File: src/rtl/fetch_pkg.sv
// Shared fetch-path types and constants used by the instruction aligner.
package fetch_pkg;

    typedef enum logic [2:0] {
        IDLE  = 3'd0,
        REQ   = 3'd1,
        WAIT  = 3'd2,
        OUT   = 3'd3,
        DRAIN = 3'd4
    } align_state_t;

    // Low two bits of a halfword that mark the start of a 32-bit instruction.
    localparam logic [1:0]  RVC_FULL  = 2'b11;

    // PC advance for a compressed and a full-width instruction.
    localparam logic [31:0] PC_STEP_C = 32'd2;
    localparam logic [31:0] PC_STEP_F = 32'd4;

    // Masks for word alignment of fetch addresses and halfword alignment of redirects.
    localparam logic [31:0] WORD_MASK = 32'hFFFF_FFFC;
    localparam logic [31:0] HALF_MASK = 32'hFFFF_FFFE;

    // True when a halfword with these low bits begins a 32-bit instruction.
    function automatic logic is_full_start(input logic [1:0] lo_bits);
        return (lo_bits == RVC_FULL);
    endfunction

endpackage

File: src/rtl/instr_align_if.sv
// Fetch request/response and instruction output handshakes of the aligner.
// master: the aligner side; slave: the cache plus downstream consumer side.
interface instr_align_if;

    logic        req_valid;
    logic [31:0] req_addr;
    logic        req_ready;
    logic        resp_valid;
    logic [31:0] resp_data;
    logic        out_valid;
    logic [31:0] out_instr;
    logic [31:0] out_pc;
    logic        out_is_c;
    logic        out_ready;

    modport master (
        output req_valid, req_addr,
        input  req_ready,
        input  resp_valid, resp_data,
        output out_valid, out_instr, out_pc, out_is_c,
        input  out_ready
    );

    modport slave (
        input  req_valid, req_addr,
        output req_ready,
        output resp_valid, resp_data,
        input  out_valid, out_instr, out_pc, out_is_c,
        output out_ready
    );

endinterface

File: src/rtl/instr_align.sv
// Fetch-side instruction aligner: walks the PC in halfword steps, issues
// word-aligned fetches, stitches instructions straddling a word boundary,
// keeps the spare upper halfword of each word and emits one raw instruction
// (compressed ones zero-extended) per output handshake.
module instr_align
    import fetch_pkg::*;
#(
    parameter logic [31:0] RESET_PC = 32'h0000_0000
) (
    input  logic          clk_in,
    input  logic          rst_in,
    input  logic          rdy_in,
    input  logic          flush_in,
    input  logic [31:0]   flush_pc,
    instr_align_if.master bus
);

    align_state_t state_r, state_s;
    logic [31:0]  pc_r, pc_s;
    logic [15:0]  hold_r, hold_s;
    logic         hold_valid_r, hold_valid_s;
    logic         req_valid_r, req_valid_s;
    logic [31:0]  req_addr_r, req_addr_s;
    logic         out_valid_r, out_valid_s;
    logic [31:0]  out_instr_r, out_instr_s;
    logic [31:0]  out_pc_r, out_pc_s;
    logic         out_is_c_r, out_is_c_s;

    logic [31:0]  pc_plus_c_s;
    logic [31:0]  pc_plus_f_s;
    logic         hold_serves_c_s;

    assign pc_plus_c_s     = pc_r + PC_STEP_C;
    assign pc_plus_f_s     = pc_r + PC_STEP_F;
    // The halfword at pc is already buffered and is a complete compressed instruction.
    assign hold_serves_c_s = pc_r[1] && hold_valid_r && !is_full_start(hold_r[1:0]);

    // Next-state and next-register computation for the whole aligner.
    always_comb begin
        state_s      = state_r;
        pc_s         = pc_r;
        hold_s       = hold_r;
        hold_valid_s = hold_valid_r;
        req_valid_s  = req_valid_r;
        req_addr_s   = req_addr_r;
        out_valid_s  = out_valid_r;
        out_instr_s  = out_instr_r;
        out_pc_s     = out_pc_r;
        out_is_c_s   = out_is_c_r;

        if (rdy_in) begin
            case (state_r)
                IDLE: begin
                    if (hold_serves_c_s) begin
                        out_valid_s  = 1'b1;
                        out_instr_s  = {16'h0000, hold_r};
                        out_pc_s     = pc_r;
                        out_is_c_s   = 1'b1;
                        pc_s         = pc_plus_c_s;
                        hold_valid_s = 1'b0;
                        state_s      = OUT;
                    end else begin
                        req_valid_s = 1'b1;
                        // With the lower half of a full instruction buffered, fetch the next word.
                        if (pc_r[1] && hold_valid_r) begin
                            req_addr_s = pc_plus_c_s & WORD_MASK;
                        end else begin
                            req_addr_s = pc_r & WORD_MASK;
                        end
                        state_s = REQ;
                    end
                end

                REQ: begin
                    if (bus.req_ready) begin
                        req_valid_s = 1'b0;
                        state_s     = WAIT;
                    end else begin
                        state_s = REQ;
                    end
                end

                WAIT: begin
                    if (bus.resp_valid) begin
                        if (!pc_r[1]) begin
                            out_pc_s = pc_r;
                            if (is_full_start(bus.resp_data[1:0])) begin
                                out_valid_s  = 1'b1;
                                out_instr_s  = bus.resp_data;
                                out_is_c_s   = 1'b0;
                                pc_s         = pc_plus_f_s;
                                hold_valid_s = 1'b0;
                                state_s      = OUT;
                            end else begin
                                out_valid_s  = 1'b1;
                                out_instr_s  = {16'h0000, bus.resp_data[15:0]};
                                out_is_c_s   = 1'b1;
                                hold_s       = bus.resp_data[31:16];
                                hold_valid_s = 1'b1;
                                pc_s         = pc_plus_c_s;
                                state_s      = OUT;
                            end
                        end else if (hold_valid_r) begin
                            // Straddle: buffered lower half plus low half of the new word.
                            out_valid_s  = 1'b1;
                            out_instr_s  = {bus.resp_data[15:0], hold_r};
                            out_pc_s     = pc_r;
                            out_is_c_s   = 1'b0;
                            hold_s       = bus.resp_data[31:16];
                            hold_valid_s = 1'b1;
                            pc_s         = pc_plus_f_s;
                            state_s      = OUT;
                        end else begin
                            // Refill: only the upper halfword belongs to the stream.
                            hold_s       = bus.resp_data[31:16];
                            hold_valid_s = 1'b1;
                            state_s      = IDLE;
                        end
                    end else begin
                        state_s = WAIT;
                    end
                end

                OUT: begin
                    if (bus.out_ready) begin
                        out_valid_s = 1'b0;
                        state_s     = IDLE;
                    end else begin
                        state_s = OUT;
                    end
                end

                DRAIN: begin
                    // The response of the request issued before the redirect is stale.
                    if (bus.resp_valid) begin
                        state_s = IDLE;
                    end else begin
                        state_s = DRAIN;
                    end
                end

                default: begin
                    state_s      = IDLE;
                    hold_valid_s = 1'b0;
                    req_valid_s  = 1'b0;
                    out_valid_s  = 1'b0;
                end
            endcase

            // Redirect overrides whatever the state machine decided above.
            if (flush_in) begin
                pc_s = flush_pc & HALF_MASK;
                if (state_r == DRAIN) begin
                    state_s = state_s;
                end else begin
                    hold_valid_s = 1'b0;
                    out_valid_s  = 1'b0;
                    req_valid_s  = 1'b0;
                    if (state_r == WAIT) begin
                        state_s = DRAIN;
                    end else begin
                        state_s = IDLE;
                    end
                end
            end else begin
                pc_s = pc_s;
            end
        end else begin
            state_s = state_r;
        end
    end

    // State, PC, hold buffer and registered outputs.
    always_ff @(posedge clk_in or posedge rst_in) begin
        if (rst_in) begin
            state_r      <= IDLE;
            pc_r         <= RESET_PC;
            hold_r       <= 16'h0000;
            hold_valid_r <= 1'b0;
            req_valid_r  <= 1'b0;
            req_addr_r   <= 32'h0000_0000;
            out_valid_r  <= 1'b0;
            out_instr_r  <= 32'h0000_0000;
            out_pc_r     <= 32'h0000_0000;
            out_is_c_r   <= 1'b0;
        end else begin
            state_r      <= state_s;
            pc_r         <= pc_s;
            hold_r       <= hold_s;
            hold_valid_r <= hold_valid_s;
            req_valid_r  <= req_valid_s;
            req_addr_r   <= req_addr_s;
            out_valid_r  <= out_valid_s;
            out_instr_r  <= out_instr_s;
            out_pc_r     <= out_pc_s;
            out_is_c_r   <= out_is_c_s;
        end
    end

    assign bus.req_valid = req_valid_r;
    assign bus.req_addr  = req_addr_r;
    assign bus.out_valid = out_valid_r;
    assign bus.out_instr = out_instr_r;
    assign bus.out_pc    = out_pc_r;
    assign bus.out_is_c  = out_is_c_r;

endmodule

File: src/flat_wrapper.sv
// flat-port wrapper written by rule: the top's interface ports become plain ports
module instr_align_flat import fetch_pkg::*;
#(
    parameter logic [31:0] RESET_PC = 32'h0000_0000
)
  (clk_in, rst_in, rdy_in, flush_in, flush_pc, bus_req_valid, bus_req_addr, bus_req_ready, bus_resp_valid, bus_resp_data, bus_out_valid, bus_out_instr, bus_out_pc, bus_out_is_c, bus_out_ready);
  instr_align_if bus_i ();
  input  logic clk_in;
  input  logic rst_in;
  input  logic rdy_in;
  input  logic flush_in;
  input  logic [31:0] flush_pc;
  output wire logic [$bits(bus_i.req_valid)-1:0] bus_req_valid;
  output wire logic [$bits(bus_i.req_addr)-1:0] bus_req_addr;
  input wire logic [$bits(bus_i.req_ready)-1:0] bus_req_ready;
  input wire logic [$bits(bus_i.resp_valid)-1:0] bus_resp_valid;
  input wire logic [$bits(bus_i.resp_data)-1:0] bus_resp_data;
  output wire logic [$bits(bus_i.out_valid)-1:0] bus_out_valid;
  output wire logic [$bits(bus_i.out_instr)-1:0] bus_out_instr;
  output wire logic [$bits(bus_i.out_pc)-1:0] bus_out_pc;
  output wire logic [$bits(bus_i.out_is_c)-1:0] bus_out_is_c;
  input wire logic [$bits(bus_i.out_ready)-1:0] bus_out_ready;
  assign bus_req_valid = bus_i.req_valid;
  assign bus_req_addr = bus_i.req_addr;
  assign bus_i.req_ready = bus_req_ready;
  assign bus_i.resp_valid = bus_resp_valid;
  assign bus_i.resp_data = bus_resp_data;
  assign bus_out_valid = bus_i.out_valid;
  assign bus_out_instr = bus_i.out_instr;
  assign bus_out_pc = bus_i.out_pc;
  assign bus_out_is_c = bus_i.out_is_c;
  assign bus_i.out_ready = bus_out_ready;
  instr_align #(.RESET_PC(RESET_PC)) u_core (.clk_in(clk_in), .rst_in(rst_in), .rdy_in(rdy_in), .flush_in(flush_in), .flush_pc(flush_pc), .bus(bus_i));
endmodule
File: config.mk
export PLATFORM = sky130hd
export DESIGN_NAME = instr_align_flat
export DESIGN_NICKNAME = d
export VERILOG_FILES = /design/src/rtl/fetch_pkg.sv /design/src/rtl/instr_align_if.sv /design/src/rtl/instr_align.sv /design/src/flat_wrapper.sv
export SDC_FILE = /design/constraint.sdc
export NUM_CORES = 1
export LEC_CHECK = 0
export ABC_AREA = 1
export CORE_MARGIN = 4
export CORE_UTILIZATION = 30
export CTS_CLUSTER_SIZE = 8
export DETAILED_ROUTE_END_ITERATION = 8
export PLACE_DENSITY_LB_ADDON = 0.05
export SYNTH_ARGS = -nofsm -noshare
export SYNTH_HDL_FRONTEND = slang
export SYNTH_SLANG_ARGS = --single-unit
File: constraint.sdc
create_clock -name clk_in -period 13.7 [get_ports clk_in]
set_clock_uncertainty 0.05 [all_clocks]
set_input_delay 3.425 -clock clk_in [delete_from_list [all_inputs] [get_ports clk_in]]
set_output_delay 3.425 -clock clk_in [all_outputs]
set_load 0.01 [all_outputs]
**Word-level counts from Yosys, hierarchy flattened**

Index checks and enable logic that the tools add are counted.

- Register bits after elaboration: 151
- Bits of input ports: 71

- Equal/unequal tests: 13
- Bitwise logic cells: 1
- Reductions and logical operators: 14
- Add/subtract/negate cells: 2
- Mux-type cells: 57

Operator list:

| cell | number |
|---|---|
| $mux 32 | 16 |
| $pmux 32 s2 | 3 |
| $add 32x2->32 const B | 1 |
| $add 32x3->32 const B | 1 |
| $mux 16 | 2 |
| $mux 1 | 21 |
| $mux 3 | 6 |
| $pmux 3 s5 | 1 |
| $reduce_and 5->1 | 2 |
| $mux 2 | 4 |
| $reduce_and 4->1 | 2 |
| $eq 3x2->1 const B | 2 |
| $ne 3x3->1 const B | 2 |
| $pmux 1 s3 | 2 |
| $reduce_or 3->1 | 2 |
| $eq 2x2->1 const B | 2 |
| $ne 2x1->1 const B | 2 |
| $ne 4x4->1 const B | 1 |
| $pmux 1 s4 | 1 |
| $eq 3x1->1 const B | 1 |
| $eq 3x3->1 const B | 1 |
| $logic_not 3->1 | 1 |
| $ne 3x2->1 const B | 1 |
| $reduce_and 3->1 | 1 |
| 8 further kinds | 9 |

**Logic depth before layout (Yosys ltp)**

Gate-level depths: netlist (run 1).

- Word-level depth: 7
- Gate-level depth with buffers: 13

**Least setup slack after synthesis (run 1)**

Ideal clock, no wire load.

- Kind: input port to flip-flop
- Start point: input port bus_resp_data[0]
- End point: register u_core.pc_r[27]
- Setup time: 65 ps
- Stages on the path: 8
- Setup slack: 9,227 ps
- Arrival time: 4,358 ps
- Cell sequence: nand2_1 -> inv_1 -> o21ai_2 -> clkbuf_1 -> nand2_1 -> nand3_1 -> nand2_1 -> nand2_1

- Word-level cells in the longest chain between the ends: 6

RTL lines:

| element | RTL line | text |
|---|---|---|
| start: declaration | flat_wrapper.sv:17 | `input wire logic [$bits(bus_i.resp_data)-1:0] bus_resp_data;` |
| $eq 2x2->1 | fetch_pkg.sv:25 | `return (lo_bits == RVC_FULL);` |
| $mux 32 | instr_align.sv:87 | `if (is_full_start(bus.resp_data[1:0])) begin` |
| $mux 32 | instr_align.sv:85 | `if (!pc_r[1]) begin` |
| $mux 32 | instr_align.sv:84 | `if (bus.resp_valid) begin` |
| $pmux 32 s2 | instr_align.sv:52 | `case (state_r)` |
| $mux 32 | instr_align.sv:151 | `if (flush_in) begin` |
| end signal: assignment | instr_align.sv:188 | `pc_r <= pc_s;` |
| end: declaration | instr_align.sv:19 | `logic [31:0] pc_r, pc_s;` |

Every way passes these cells. The select of a mux whose other input is x is not followed.
A chain may end at the register's enable or synchronous reset.

**Final worst setup path (run 1)**

- Start point: input port rdy_in
- End point: register u_core.pc_r[16]

- Word-level cells in the longest chain between the ends: 1

RTL lines:

| element | RTL line | text |
|---|---|---|
| start: declaration | flat_wrapper.sv:10 | `input logic rdy_in;` |
| $reduce_and 5->1 (no line) | - |  |

Every way passes these cells.

==> impl_results.md, run 1 <==
* Mean Syn Cell Area at 7.09 sq um
* Commonest non-fill, non-tap cell in the layout: nand2_1
* PD cells at 188 nW/um^2
* Top Family by Delay on Critical Path: buffers and inverters
* Area grow syn2layout at 29.3%
* 1st-iter DRT viols at 624
* Fin area at 10700 sq um
* CP arrival at 5.88 ns
* WS Path Type: input port to flop
* GPL Wtd Cong at 0.829
* CP bufs+invs at 2
* Worst Max-Slew Pin Slew at 1.17 ns
* Setup TNS Final at 0 ns
* Worst VDD drop at 0.0805 mV
* Root buffer cell: clkbuf_16
* Die width at 174 um
* Worst slew margin relative to its limit at 22.0%
* Starting density of the core at 30.6%
* Total gr overflow at 0
* CTS clk-pin slew, worst paths at 0.07 ns
* DP HPWL at 19800 um
* Largest net degree at the start of global routing at 91
* CTS Hold Bufs at 0
* Critical path origin: rdy_in
* # resized after CTS at 0
* EDFF count, synth at 0
* # IOs at 170
* Overall power at 2.02 mW
* Worst r2r src: u_core.pc_r[1]$_DFFE_PP0P_
* Slowest cell on the critical path: inv_2
* Post-synthesis async set-or-reset flop share at 100%
* Core area at 27100 sq um
* Total CTS buffers at 17
* CTS H-tree lvls at 4
* Postcts setup bufs at 0
* Final Cycle Share at 41.0%
* Full die area at 30400 sq um
* Total GRT Usage at 19.0%
* Max-cap violations at 0
* Crit end category: flop
* Area after DPL at 10100 sq um
* Fmax achieved at 178 MHz
* Fill cells at 2870
* Status: complete, no violations
* Final setup vio count at 0
* Unique masters post-synth at 38
* Post-DR wirelength/cell at 17.1 um
* Syn Inst Count at 1170
* Worst Path Max Fanout at 48
* Initial antenna violation count at 0
* Synth Cell Area at 8300 sq um
* Non-filler cells in the finished layout at 1681
* Final min period at 5.61 ns
* Startpoint types: input port
* Nets at 1369
* Synth top area cells: dfrtp_1, nand2_1, o21ai_0
* Pleak at 4.82 nW
* Detail Route Antenna Nets at 0
* First drt pass iteration count at 5
* Hold Crit Class: flop to flop
* Most frequent cells in the layout: nand2_1, clkdlybuf4s50_1, dfrtp_1
* Synthesis-stage register bit count at 147
* Layout cells sized above 1 at 5.96%
* DR DRC count at 0
* Worst-path cell chain: clkdlybuf4s50_1 > nand2_4 > nand2_2 > inv_2 > nor2_1 > o21ai_0 > nand2_1
* Slew Limit Fails at 0
* Via density per instance at 4.74
* Worst min-delay path startpoint: u_core.hold_r[12]$_DFFE_PP0P_
* Crit path largest cell delay at 0.70 ns
* Inst Count DP at 1649
* Yosys warns at 0
* RSZ-0062 raised after global routing: false
* Largest area contributor in the netlist: dfrtp_1
* WL final at 28800 um
* Final Hold Viols at 0
* Hold slack final at 0.430 ns
* Port bufs at 165
* CTS tree: built
* Diodes inserted at 0
* CTS Buffer Depth at 2
* Req. time, crit path at 13.97 ns
* Post-synthesis sequential area ratio at 44.3%
* First-pass GRT wire length at 45500 um
* Number of core rows at 60
* Clock Sinks at 147
* Top cell type's share of synthesized area at 44.3%
* Clock Latency Late Sink at 0.44 ns
* Most used flip-flop cell after synthesis: dfrtp_1
* Vias at 7975
* Chip height at 174 um
* Via count of the first global-routing pass at 7793
-- worst register-to-register path, delay by kind of cell, from the launching register on --
kind                   cells  cell delay (ns)
buffers and inverters      2             1.12
AND/OR/NAND/NOR            7             1.11
flip-flops                 1             0.55
AO/OA/AOI/OAI              2             0.27
-- metrics by stage --
stage	setup slack, ns	utilization, %
after floorplan	6.27	-
after global placement	7.64	37.4
after detailed placement	7.61	37.4
after CTS	8.07	39.6
after global routing	7.84	39.6
final	8.09	39.6
-- cell usage after synthesis (5+ instances only) --
master / instances
nand2_1: 379
inv_1: 90
nand2_2: 7
clkbuf_1: 28
o21ai_0: 136
buf_2: 24
nor2_1: 116
o22ai_1: 16
inv_2: 7
a21oi_1: 54
nor2_2: 11
dfrtp_1: 147
nor2_4: 5
xor2_1: 23
buf_4: 7
nand3_1: 81
-- cells by family after synthesis --
logic type                 Yosys count  synth area share [%]
and+or+nand+nor                    609                  30.2
other                                1                0.0452
xor gates and xnor gates            25                  2.64
AOI/OAI and AO/OA                  221                  14.0
buffers and inverters              165                  8.53
adders and majority gates            2                 0.302
DFF                                147                  44.3
-- worst paths after layout --
kind                                                       end  cells after the start  slack (ns)
max                                u_core.pc_r[16]$_DFFE_PP0P_                      7        8.09
min                              u_core.hold_r[12]$_DFFE_PP0P_                      2        0.43
max reg2reg                        u_core.pc_r[16]$_DFFE_PP0P_                     11       10.47
min reg2reg                      u_core.hold_r[12]$_DFFE_PP0P_                      2        0.43
max in group asynchronous          u_core.pc_r[13]$_DFFE_PP0P_                      3        8.67
min in group asynchronous  u_core.bus.out_instr[6]$_DFFE_PP0P_                      2        3.45
-- area by class of cell --
class / count / area (sq um) / share of cell area [%]
repair buffers: 172 / 1700 / 15.9
inverters: 98 / 374 / 3.49
clock buffers: 17 / 425 / 3.96
flip-flops and latches: 147 / 3680 / 34.3
clock inverters: 15 / 161 / 1.50
multi-input cells: 860 / 3920 / 36.6
well taps: 372 / 465 / 4.34
-- sequential cells by signal, summed over array words and instances, names as in the netlist --
name	flops
u_core.pc_r	31
u_core.bus.out_pc	31
u_core.state_r	3
u_core.hold_valid_r	1
u_core.bus.req_valid	1
u_core.bus.out_instr	32
u_core.bus.req_addr	30
u_core.bus.out_is_c	1
u_core.bus.out_valid	1
u_core.hold_r	16
-- report_power, final --
| group | leakage [nW] | switching, mW | total, mW | internal, mW |
|---|---|---|---|---|
| Clock | 0.290 | 0.230 | 0.476 | 0.246 |
| Sequential | 1.85 | 0.137 | 0.728 | 0.591 |
| Combinational | 2.68 | 0.449 | 0.813 | 0.364 |
-- routing by layer --
metal | GRT usage [%] | share of wire [%]
met1 | 27.9 | 48
met2 | 29.3 | 46
met3 | 3.13 | 5.5
met4 | 4.98 | 1.2
met5 | 0 | 0
Note: power is estimated with default switching activity, not from simulation.
==> inputs of run 2 (changes only) <==
Clock period 13.7 ns to 5.18 ns, I/O delays scaled along.
==> run 2 against run 1 <==
  * Combinational power rose to 2.6 times the previous value
  * Core utilization barely moved
  * Sequential share of layout area barely moved
  * Register-to-register slack got worse by 8.3 ns
  * Power rose to 2.6 times the previous value
  * Non-clock buffer count rose by 2
  * Clock-buffer cell count rose by 1
  * Routed wire length rose by 0.17%
  * Critical path type unchanged
  * Largest cell class unchanged
  * Highest routed layer unchanged
==> impl_results.md, run 2 (same netlist as run 1, synthesis figures left out) <==
* Worst VDD drop at 0.189 mV (was 0.0805 mV)
* NetSw at 2.08 mW (was 816 uW)
* DR DRC count at 0 (unchanged)
* Number of core rows at 60 (unchanged)
* Met2 Usage GRT at 29.4% (was 29.3%)
* Met1 Track Usage GR at 28.2% (was 27.9%)
* First-pass GRT wire length at 45900 um (was 45500 um)
* Pleak at 4.81 nW (was 4.82 nW)
* Startpoint types: input port (unchanged)
* Detail Route Antenna Nets at 0 (unchanged)
* Nets at 1371 (was 1369)
* # resized after CTS at 0 (unchanged)
* Initial antenna violation count at 0 (unchanged)
* 1st-iter DRT viols at 642 (was 624)
* CTS Hold Bufs at 0 (unchanged)
* Crit path largest cell delay at 0.69 ns (was 0.70 ns)
* Slowest cell on the critical path: inv_2 (unchanged)
* PD cells at 492 nW/um^2 (was 188 nW/um^2)
* Via count of the first global-routing pass at 7910 (was 7793)
* Worst-path cell chain: clkdlybuf4s50_1 > nand2_4 > nand2_2 > inv_2 > buf_4 > nand2_1 > nand2_1 (was clkdlybuf4s50_1 > nand2_4 > nand2_2 > inv_2 > nor2_1 > o21ai_0 > nand2_1)
* Max-cap violations at 0 (unchanged)
* Starting density of the core at 30.6% (unchanged)
* Clock power frac at 22.5% (was 23.6%)
* Crit end category: flop (unchanged)
* Total gr overflow at 0 (unchanged)
* # IOs at 170 (unchanged)
* GPL Wtd Cong at 0.842 (was 0.829)
* Final Hold Viols at 0 (unchanged)
* CTS tree: built (unchanged)
* First drt pass iteration count at 5 (unchanged)
* Most frequent cells in the layout: nand2_1, clkdlybuf4s50_1, dfrtp_1 (unchanged)
* Hold Crit Class: flop to flop (unchanged)
* Postcts setup bufs at 0 (unchanged)
* Total GRT Usage at 19.1% (was 19.0%)
* Req. time, crit path at 5.49 ns (was 13.97 ns)
* Hold slack final at 0.430 ns (about the same)
* Final setup vio count at 0 (unchanged)
* WL final at 28800 um (about the same)
* WS Path Type: input port to flop (unchanged)
* GR Layer Usage met3 at 2.89% (was 3.13%)
* Final Cycle Share at 64.0%
* Root buffer cell: clkbuf_16 (unchanged)
* Top Usage Layer GRT: met2 (unchanged)
* Clock Latency Late Sink at 0.43 ns (was 0.44 ns)
* Core area at 27100 sq um (unchanged)
* DP HPWL at 20100 um (was 19800 um)
* CP most frequent cell: nand2_1
* Final min period at 3.31 ns
* Full die area at 30400 sq um (unchanged)
* Slew Limit Fails at 0 (unchanged)
* Clock Sinks at 147 (unchanged)
* Worst Path Max Fanout at 48 (unchanged)
* Via density per instance at 4.77 (was 4.74)
* Diodes inserted at 0 (unchanged)
* Worst slew margin relative to its limit at 19.3% (was 22.0%)
* CTS H-tree lvls at 4 (unchanged)
* CTS Buffer Depth at 2 (unchanged)
* Max reg flops at 32 (unchanged)
* Die width at 174 um (unchanged)
* Vias at 8019 (was 7975)
* Pint at 3.20 mW (was 1.20 mW)
* Total CTS buffers at 17 (unchanged)
* Setup TNS Final at 0 ns (unchanged)
* Post-DR wirelength/cell at 17.1 um (about the same)
* CP bufs+invs at 3 (was 2)
* CTS clk-pin slew, worst paths at 0.06 ns (was 0.07 ns)
* Commonest non-fill, non-tap cell in the layout: nand2_1 (unchanged)
* Layout cells sized above 1 at 5.88% (was 5.96%)
* Switching Share at 39.4% (was 40.5%)
* RSZ-0062 raised after global routing: false (unchanged)
* Worst Max-Slew Pin Slew at 1.21 ns (was 1.17 ns)
* Fmax achieved at 302 MHz
* Largest net degree at the start of global routing at 107 (was 91)
* Chip height at 174 um (unchanged)
* Sequential share of power at 36.8% (was 36.1%)
* Top Family by Delay on Critical Path: buffers and inverters (unchanged)
* Status: complete, no violations (unchanged)
* Power share of the combinational group at 40.7% (was 40.3%)
* Area grow syn2layout at 29.3% (about the same)
* Port bufs at 165 (unchanged)
* CP arrival at 3.63 ns (was 5.88 ns)
[run 2: cell types whose count changed in the layout (fill, tap and decap cells not counted), sizes merged]
cell,previous run,this run
inv,107,98
clkinvlp,0,4
buf,7,9
bufinv,0,1
clkbuf,17,18
clkinv,6,7
[run 2: through the flow]
stage / power, mW / area, sq um / util [%] / instances / setup slack, ns
6_report: 5.27 / 10700 / 39.6 / 1681 / 1.87
5_1_grt: 5.69 / 10700 / 39.6 / 1681 / 1.58
4_1_cts: 5.35 / 10700 / 39.6 / 1681 / 1.87
3_5_place_dp: 4.12 / 10200 / 37.6 / 1651 / 1.43
3_3_place_gp: 4.11 / 10200 / 37.6 / 1651 / 1.42
2_1_floorplan: 3.07 / 8310 / - / 1172 / 1.99
[run 2: power by group through the flow]
stage,sequential (mW),clock [mW],combinational [mW]
finish,1.94,1.19,2.15
global route,2.00,1.28,2.41
CTS,1.94,1.23,2.18
detailed placement,1.96,0,2.16
global placement,1.96,0,2.16
floorplan,1.95,0,1.13
[run 2: worst paths after layout]
path	startpoint	end	slack [ns]	cells after the start
max	rdy_in	u_core.pc_r[12]$_DFFE_PP0P_	1.87	7
min	u_core.hold_r[11]$_DFFE_PP0P_	u_core.hold_r[11]$_DFFE_PP0P_	0.43	2
max reg2reg	u_core.pc_r[1]$_DFFE_PP0P_	u_core.pc_r[12]$_DFFE_PP0P_	2.13	11
min reg2reg	u_core.hold_r[11]$_DFFE_PP0P_	u_core.hold_r[11]$_DFFE_PP0P_	0.43	2
max in group asynchronous	rst_in	u_core.pc_r[6]$_DFFE_PP0P_	2.85	3
min in group asynchronous	rst_in	u_core.bus.out_pc[26]$_DFFE_PP0P_	1.37	2
[run 2: layout make-up]
cell class,count,area [sq um]
multi-input combinational,860,3920
tap,372,465
clock buffer,18,439
fill,2917,16400
timing repair buffer,174,1740
clock inverter,12,108
sequential,147,3680
inverter,98,373
[run 2: layer usage]
layer / vias up / share of wire (%) / wire, um
met2: 198 / 45 / 12900
met4: 0 / 1.0 / 293
met1: 3826 / 50 / 14300
met5: - / 0 / 0
li1: 3979 / - / -
met3: 16 / 4.4 / 1280
[run 2: worst register-to-register path, stage by stage, from the launching register on]
cell and delay (ns):
dfrtp_1 0.63, inv_2 0.34, nor2_1 0.25, inv_2 0.07, nand3_2 0.09, nand2_2 0.07
nand2_4 0.19, nand2_2 0.25, inv_2 0.69, buf_4 0.26, nand2_1 0.04, nand2_1 0.06
